`src/rtl/rs_ff_pulse_gen.sv`:
```
// Push-button front end for the synchronous RS-FF: synchronises and debounces two
// raw buttons and turns each clean press into a single-cycle S/R strobe with gate G.
module rs_ff_pulse_gen #(
    parameter int DEB_CNT  = 4,
    parameter bit PRIORITY = 1'b0
) (
    input  logic Cp,
    input  logic rst,
    input  logic set_btn,
    input  logic rst_btn,
    output logic S_out,
    output logic R_out,
    output logic G,
    output logic conflict,
    output logic busy
);

    localparam int CNT_W = (DEB_CNT > 2) ? $clog2(DEB_CNT) : 1;
    localparam logic [CNT_W-1:0] CNT_MAX = CNT_W'(DEB_CNT - 1);

    typedef enum logic {IDLE = 1'b0, HOLD = 1'b1} state_t;

    // Channel 0 is the set button, channel 1 the reset button.
    logic [1:0]       btn;
    logic [1:0]       s1;
    logic [1:0]       s2;
    logic [1:0]       deb;
    logic [1:0]       deb_d;
    logic [1:0]       rise;
    logic [CNT_W-1:0] cnt [2];

    state_t state;
    state_t state_nxt;
    logic   s_nxt;
    logic   r_nxt;
    logic   c_nxt;

    assign btn = {rst_btn, set_btn};

    // Stage: two-flop synchroniser
    always_ff @(posedge Cp or posedge rst) begin
        if (rst) begin
            s1 <= '0;
            s2 <= '0;
        end else begin
            s1 <= btn;
            s2 <= s1;
        end
    end

    // Stage: debounce and edge register
    always_ff @(posedge Cp or posedge rst) begin
        if (rst) begin
            deb    <= '0;
            deb_d  <= '0;
            cnt[0] <= '0;
            cnt[1] <= '0;
        end else begin
            deb_d <= deb;
            for (int i = 0; i < 2; i++) begin
                if (s2[i] == deb[i]) begin
                    cnt[i] <= '0;
                end else if (cnt[i] == CNT_MAX) begin
                    deb[i] <= s2[i];
                    cnt[i] <= '0;
                end else begin
                    cnt[i] <= cnt[i] + 1'b1;
                end
            end
        end
    end

    assign rise = deb & ~deb_d;

    // Stage: press FSM, decides which strobe (if any) to issue
    always_comb begin
        state_nxt = state;
        s_nxt     = 1'b0;
        r_nxt     = 1'b0;
        c_nxt     = 1'b0;
        case (state)
            IDLE: begin
                if (rise == 2'b11) begin
                    state_nxt = HOLD;
                    if (PRIORITY) r_nxt = 1'b1;
                    else          c_nxt = 1'b1;
                end else if (rise[0]) begin
                    state_nxt = HOLD;
                    s_nxt     = 1'b1;
                end else if (rise[1]) begin
                    state_nxt = HOLD;
                    r_nxt     = 1'b1;
                end
            end
            HOLD: begin
                // Only a full release of both buttons re-arms the generator.
                if (deb == 2'b00) state_nxt = IDLE;
            end
        endcase
    end

    // Stage: registered outputs
    always_ff @(posedge Cp or posedge rst) begin
        if (rst) begin
            state    <= IDLE;
            S_out    <= 1'b0;
            R_out    <= 1'b0;
            G        <= 1'b0;
            conflict <= 1'b0;
            busy     <= 1'b0;
        end else begin
            state    <= state_nxt;
            S_out    <= s_nxt;
            R_out    <= r_nxt;
            G        <= s_nxt | r_nxt;
            conflict <= c_nxt;
            busy     <= (state_nxt == HOLD);
        end
    end

endmodule

```
`config.mk`:
```
export PLATFORM = sky130hd
export DESIGN_NAME = rs_ff_pulse_gen
export DESIGN_NICKNAME = d
export VERILOG_FILES = /design/src/rtl/rs_ff_pulse_gen.sv
export SDC_FILE = /design/constraint.sdc
export NUM_CORES = 1
export LEC_CHECK = 0
export ABC_AREA = 0
export CORE_MARGIN = 5
export CORE_UTILIZATION = 39
export CTS_CLUSTER_SIZE = 40
export DETAILED_ROUTE_END_ITERATION = 8
export HOLD_SLACK_MARGIN = 0.03
export PLACE_DENSITY_LB_ADDON = 0.12
export SLEW_MARGIN = 25
export SYNTH_ARGS = -nofsm -noshare
export SYNTH_HDL_FRONTEND = slang
export SYNTH_SLANG_ARGS = --single-unit
```
`constraint.sdc`:
```
create_clock -name Cp -period 1.5 [get_ports Cp]
set_clock_uncertainty 0.05 [all_clocks]
set_input_delay 0.15 -clock Cp [delete_from_list [all_inputs] [get_ports Cp]]
set_output_delay 0.15 -clock Cp [all_outputs]
set_load 0.02 [all_outputs]
```
Word-level counts from Yosys, hierarchy flattened
Cells that the tools add are included.
{ "word_totals": {"reg_bits": 17, "latchBits": 0, "ramBits": 0, "romBits": 0, "in_bits": 4, "output_inout_bits": 5, "wordCells": 45, "mem_count": 0} }
{ "classes": {"add_sub_neg": 2, "n_mul": 0, "div_mod_pow": 0, "order_cmp": 0, "n_eq_ne": 5, "shift": 0, "n_mux": 17, "n_bitwise": 6, "n_reduce_logical": 3} }
{ "ops": {"columns": ["op", "count"], "rows": [
  ["$mux W1", 12],
  ["$mux W2", 4],
  ["$eq A2 B2 Y1 const B", 3],
  ["$add A2 B1 Y2 const B", 2],
  ["$reduce_and A2 Y1", 2],
  ["$not A1 Y1", 3],
  ["$and A2 B2 Y2", 1],
  ["$eq A1 B1 Y1", 2],
  ["$logic_not A2 Y1", 1],
  ["$not A2 Y2", 1],
  ["$pmux W1 S2", 1],
  ["$or A1 B1 Y1", 1]
]} }

Longest topological paths before layout
Gate-level depths: netlist of the first run.
{ "logic_depth": {"depth_word": 7, "mapped_depth": 3, "depth_no_buf": 3} }

Worst setup path after synthesis of the first run
OpenSTA, ideal clock, no wires.
{ "synth_timing": {"kind": "flip-flop to flip-flop", "startpoint": "reg cnt[2] (netlist name)", "endpoint": "reg deb[0]", "setup_time_ns": 0.128, "arrival_time_ns": 0.884, "required_time_ns": 1.322, "setup_slack_ns": 0.438, "stages_incl_launch_ff": 3, "n_path_buf": 0, "synth_period_minus_slack_ns": 1.062, "cell_sequence": "dfrtp_1 -> ha_1 -> mux2_1"} }
{ "synth_between": {"elab_chain_len": 2} }
{ "synth_rtl": {"columns": ["item", "line_no", "rtl"], "rows": [
  ["from (decl)", "30", "logic [CNT_W-1:0] cnt [2];"],
  ["from (signal, indexed assignment)", "67", "cnt[i] <= cnt[i] + 1'b1;"],
  ["$eq A2 B2 Y1", "63", "end else if (cnt[i] == CNT_MAX) begin"],
  ["$reduce_and A2 Y1 (no source line)", null, null],
  ["to (signal, indexed assignment)", "64", "deb[i] <= s2[i];"],
  ["to (decl)", "27", "logic [1:0] deb;"]
]} }
No other way between the ends.
A chain may end at the register's enable or synchronous reset.

Final worst setup path of the first run
{ "layout_timing": {"startpoint": "reg S_out", "endpoint": "out S_out"} }
{ "layout_rtl": {"columns": ["item", "line_no", "rtl"], "rows": [
  ["from (decl)", "11", "output logic S_out,"],
  ["from (signal assigned)", "113", "S_out <= s_nxt;"]
]} }
No word-level cell between the ends.

==> results.cfg, run 1 <==
[routing]
dr.pass1.iters = 3
viasPerCell = 4.81
wl_per_cell_um = 11.2
antenna_left = 0
drt_wl_total_um = 770
num_vias = 332
drt_iter0_markers = 2
drc_errors = 0

[power]
power_density_nw_per_um2 = 1860
ir_worst_vdd_mv = 1.01
netSwitchingFraction = 0.324
leakagePower_nw = 0.341
pwr-share-seq = 0.522
intPower_mw = 0.921
p_sw_mw = 0.442
pwr-share-clk = 0.170
combPwrFrac = 0.307

[logic_synthesis]
synthDistinctLibCells = 13
synth.avg_cell_area_sq_um = 15.0
ys_seq_area_frac = 0.711
ys_warn_count = 0
syn_inst = 40
syn_nets = 46
synth_area_sq_um = 598
synth-seq-cells = 17

[critical_path]
critPathKind = register to output pin
cp_cell_sequence = clkdlybuf4s50_1
cp_data_arrival_time_ns = 1.22
cp_top_family = buffers and inverters
worstPathRequired_ns = 1.30
critPathMaxStageDelay_ns = 0.60
crit_fanout = 1
slowest_stage = clkdlybuf4s50_1
critPathCaptureType = output pin
crit_buf_inv = 1
start_kind = register

[placed_design]
io_buffers = 8
pre_cts_ws_ns = 0.246
gp_congestion = 0.734

[clock_tree]
cts_max_level = 1
post_cts_buffers = 0
cts.clk_slew.worst_paths_ns = 0.10
clock-sinks = 17
cts_buffers = 3
cts_hold_buffers = 0
clock_path_buffers = 2
cts_tree = yes
cts-root-buf = clkbuf_4
clk_latency_ns = 0.28

[layout]
n_fill_cell = 126
multiInputGateArea_sq_um = 161
drive_gt1_frac = 0.170
ff_latch_area_sq_um = 425
area_growth_pct = 22.4
finalNetCount = 60
diodes = 0

[die]
rows = 14
start_util = 0.402
die_width_um = 49.2
die-area_sq_um = 2420
pin_count = 9
core_area_sq_um = 1490
die_h_um = 49.2

[sta]
fin_hold_ws_ns = 0.110
layout_min_cycle_time_ns = 1.42
setup_ws_ns = 0.0810
drv_slew = 0
rsz0062_at_grt = no
setup_violations = 0
finalCritPeriodShare = 0.946
max_freq_mhz = 705
worst_pin_slew_ns = 0.261
timing_hold_violations_final = 0
fin_tns_setup_ns = 0
slew-limit-headroom = 0.825

[grt]
overflow = 0
grt_usage = 0.0776
grt_first_pass_wirelength_mm = 1.36
antenna_found_initial = 0
grt_max_degree = 18
grt_pass1_vias = 315

[hold_path]
hold_class = input pin to async pin

[outcome]
status = finished, final reports clean

[flow_run]
cap_violations = 0
## cell type report
| class | count | area share |
|---|---|---|
| Clock buffer | 3 | 0.0308 |
| Clock inverter | 1 | 0.00684 |
| Inverter | 3 | 0.0154 |
| Multi-Input combinational cell | 20 | 0.221 |
| Sequential cell | 17 | 0.581 |
| Tap cell | 16 | 0.0274 |
| Timing Repair Buffer | 9 | 0.118 |
## timing repair
| action | in CTS | in global routing |
|---|---|---|
| resized for setup | 1 | 0 |
| hold endpoints to repair | 0 | 0 |
| setup endpoints to repair | 1 | 0 |
## cell usage in the layout (no fill, tap or decap)
master	synthesis	final
dlygate4sd2_1	0	1
ha_1	2	2
nand2_1	1	1
nor3_2	2	2
nand2b_2	2	2
nor3_1	1	1
xnor2_1	3	3
clkbuf_4	0	3
nor3b_1	2	2
mux2_1	2	2
nor2_1	1	1
clkdlybuf4s50_1	0	7
o21ai_0	2	2
buf_4	0	1
inv_1	3	3
nor2b_1	2	2
clkinv_2	0	1
dfrtp_1	17	17
## cells in the mapped netlist, drive strengths merged
cell	count	area [sq um]
nor3b	2	15.0
xnor2	3	26.3
nor2b	2	12.5
nor2	1	3.75
ha	2	25.0
mux2	2	22.5
dfrtp	17	425
nand2	1	3.75
inv	3	11.3
nor3	3	25.0
o21ai	2	10.0
nand2b	2	17.5
## tightest hold or removal path, cell delays in order
cell             delay [ns]
clkdlybuf4s50_1        0.39
inv_1                  0.05
buf_4                  0.23
## state kept, by name (all words and copies together), names as in the netlist
| name | cells |
|---|---|
| conflict | 1 |
| state | 1 |
| deb_d | 2 |
| G | 1 |
| cnt | 4 |
| S_out | 1 |
| deb | 2 |
| R_out | 1 |
| s2 | 2 |
| s1 | 2 |
## power groups by stage
stage                     clock network, mW  logic [mW]  registers (mW)
after floorplan                           0       0.246           0.753
after global placement                    0       0.413           0.713
after detailed placement                  0       0.434           0.723
after CTS                             0.248       0.429           0.712
after global routing                  0.266       0.463           0.733
final                                 0.232       0.419           0.712
## metrics by stage
| step | total power [mW] | utilization | cell area (sq um) | instances |
|---|---|---|---|---|
| after floorplan | 0.999 | - | 598 | 40 |
| after global placement | 1.13 | 0.474 | 706 | 65 |
| after detailed placement | 1.16 | 0.474 | 706 | 65 |
| after CTS | 1.39 | 0.492 | 732 | 69 |
| after global routing | 1.46 | 0.492 | 732 | 69 |
| final | 1.36 | 0.492 | 732 | 69 |
## layer usage
layer,share of wire,up-vias,track usage
met1,0.43,163,0.0856
met3,0.091,2,0.0398
met4,0.021,0,0.0673
li1,-,156,-
met5,0,-,0
met2,0.45,11,0.107
## cells by family (layout without fill, tap and decap cells)
logic type | Yosys count | after routing | share of synthesized area
buffers and inverters | 3 | 16 | 0.0188
adder cells (fa/ha/maj) | 2 | 2 | 0.0418
flip-flops | 17 | 17 | 0.711
AO/OA/AOI/OAI | 2 | 2 | 0.0167
multiplexers | 2 | 2 | 0.0377
XOR/XNOR | 3 | 3 | 0.0439
AND/OR/NAND/NOR | 11 | 11 | 0.130
## path summary, 6_finish.rpt
kind	from	end	slack, ns	depth (start not counted)
max	S_out	S_out	0.08	1
min	rst	cnt[1]	0.11	3
max reg2reg	cnt[2]	deb[0]	0.40	2
min reg2reg	s1[0]	s2[0]	0.31	0
max in group asynchronous	rst	G	1.10	3
min in group Cp	rst_btn	s1[1]	0.25	1
(Power assumes the default switching activity.)
==> run 2, diff against run 1 <==
- CTS_BUF_LIST: unset -> sky130_fd_sc_hd__clkbuf_16
- MAX_ROUTING_LAYER: unset -> met4
==> results.cfg, run 2 (same netlist as run 1, synthesis figures left out) <==
[critical_path]
critPathMaxStageDelay_ns = 0.60
crit_fanout = 1
r2r-end = deb[0]
cp_data_arrival_time_ns = 1.17
start_kind = register
reg2regPathDepth = 2
critPathCaptureType = output pin
slowest_stage = clkdlybuf4s50_1
cp_cell_sequence = clkdlybuf4s50_1
r2r_slack_ns = 0.40
crit_buf_inv = 1
worstPathRequired_ns = 1.30
timing.rr.start = cnt[2]
cp-startpoint = S_out
crit_end = S_out
worstSetupPathDepth = 1
critPathKind = register to output pin
cp_top_family = buffers and inverters

[clock_tree]
clock_path_buffers = 2
cts-root-buf = clkbuf_16
cts_hold_buffers = 0
clk_latency_ns = 0.25
cts_max_level = 1
cts_tree = yes
cts_buffers = 3
clock-sinks = 17
post_cts_buffers = 0
cts.clk_slew.worst_paths_ns = 0.05
ctsResizeCount = 1

[power]
leakagePower_nw = 0.364
intPower_mw = 1.18
pwr-share-seq = 0.431
netSwitchingFraction = 0.287
ir_worst_vdd_mv = 0.933
p_sw_mw = 0.476
combPwrFrac = 0.252
power_density_nw_per_um2 = 2110
pwr-share-clk = 0.316

[die]
rows = 14
die_width_um = 49.2
pin_count = 9
die-area_sq_um = 2420
start_util = 0.402
die_h_um = 49.2
core_area_sq_um = 1490

[grt]
antenna_found_initial = 0
grt_usage = 0.0863
grt_pass1_vias = 320
grt_first_pass_wirelength_mm = 1.40
overflow = 0
grt_max_degree = 18

[hold_path]
hold_class = input pin to async pin

[routing]
dr.pass1.iters = 3
num_vias = 327
drt_iter0_markers = 1
wl_per_cell_um = 11.7
viasPerCell = 4.74
drt_wl_total_um = 806
antenna_left = 0
drc_errors = 0

[placed_design]
place_area_sq_um = 706
gp_congestion = 0.743
dp.cells = 65
io_buffers = 8

[sta]
layout_min_cycle_time_ns = 1.37
rsz0062_at_grt = no
finalCritPeriodShare = 0.911
max_freq_mhz = 732
slew-limit-headroom = 0.830
timing_hold_violations_final = 0
drv_slew = 0
setup_violations = 0
fin_tns_setup_ns = 0
worst_pin_slew_ns = 0.253

[layout]
layout_common_cells = dfrtp_1, clkdlybuf4s50_1, xnor2_1, inv_1, clkbuf_16
n_fill_cell = 120
regMostFlops = cnt
finalNetCount = 60
design_area_sq_um = 785
diodes = 0
fin_util = 0.527
drive_gt1_frac = 0.170
layoutNonFillerInstCount = 69
multiInputGateArea_sq_um = 161
ff_latch_area_sq_um = 425
largest_reg_flops = 4
area_growth_pct = 31.2
final_common_cell = dfrtp_1

[outcome]
status = finished, final reports clean

[flow_run]
cap_violations = 0
[run 2: cell counts in the layout (fill, tap and decap cells not counted)]
No cell type changed its count.
[run 2: worst min-delay path by stage]
stage / to / slack, ns / cells after the start
4_1_cts: cnt[1] / 0.17 / 3
5_1_grt: cnt[1] / 0.20 / 3
2_1_floorplan: G / 0.03 / 1
3_5_place_dp: s2[1] / 0.29 / 0
6_report: cnt[1] / 0.16 / 3
3_3_place_gp: s2[0] / 0.28 / 0
[run 2: metal layers]
layer | part of all wire | GRT usage
met1 | 0.45 | 0.0895
met2 | 0.41 | 0.107
met3 | 0.091 | 0.0459
met4 | 0.045 | 0.0942
met5 | 0 | -
[run 2: stage by stage]
stage | hold WS, ns | setup slack [ns] | power [mW]
4_1_cts | 0.166 | 0.123 | 1.68
3_5_place_dp | 0.286 | 0.246 | 1.16
5_1_grt | 0.202 | 0.0989 | 1.76
6_report | 0.157 | 0.134 | 1.66
2_1_floorplan | 0.0261 | 0.438 | 0.999
3_3_place_gp | 0.282 | 0.269 | 1.13
[run 2: layout make-up]
type	count	area share
timing repair buffer	9	0.110
clock inverter	1	0.00638
clock buffer	3	0.0957
sequential	17	0.542
tap	16	0.0255
multi-input combinational	20	0.206
inverter	3	0.0144
[run 2: worst reg2reg max path, delay by kind of cell, from the launching register on]
kind	cells	cell delay, ns
muxes	1	0.31
adders and majority gates	1	0.23
DFF	1	0.39
[run 2: power by group through the flow]
stage	Combinational, mW	Sequential, mW	Clock, mW
floorplan	0.246	0.753	0
global placement	0.413	0.713	0
detailed placement	0.434	0.723	0
CTS	0.429	0.714	0.540
global route	0.462	0.735	0.559
finish	0.418	0.714	0.524
==> run 3, diff against run 2 <==
- CAP_MARGIN: unset -> 0
==> results of run 3 <==
No change in the layout: final DEF, timing and power equal those of run 2.
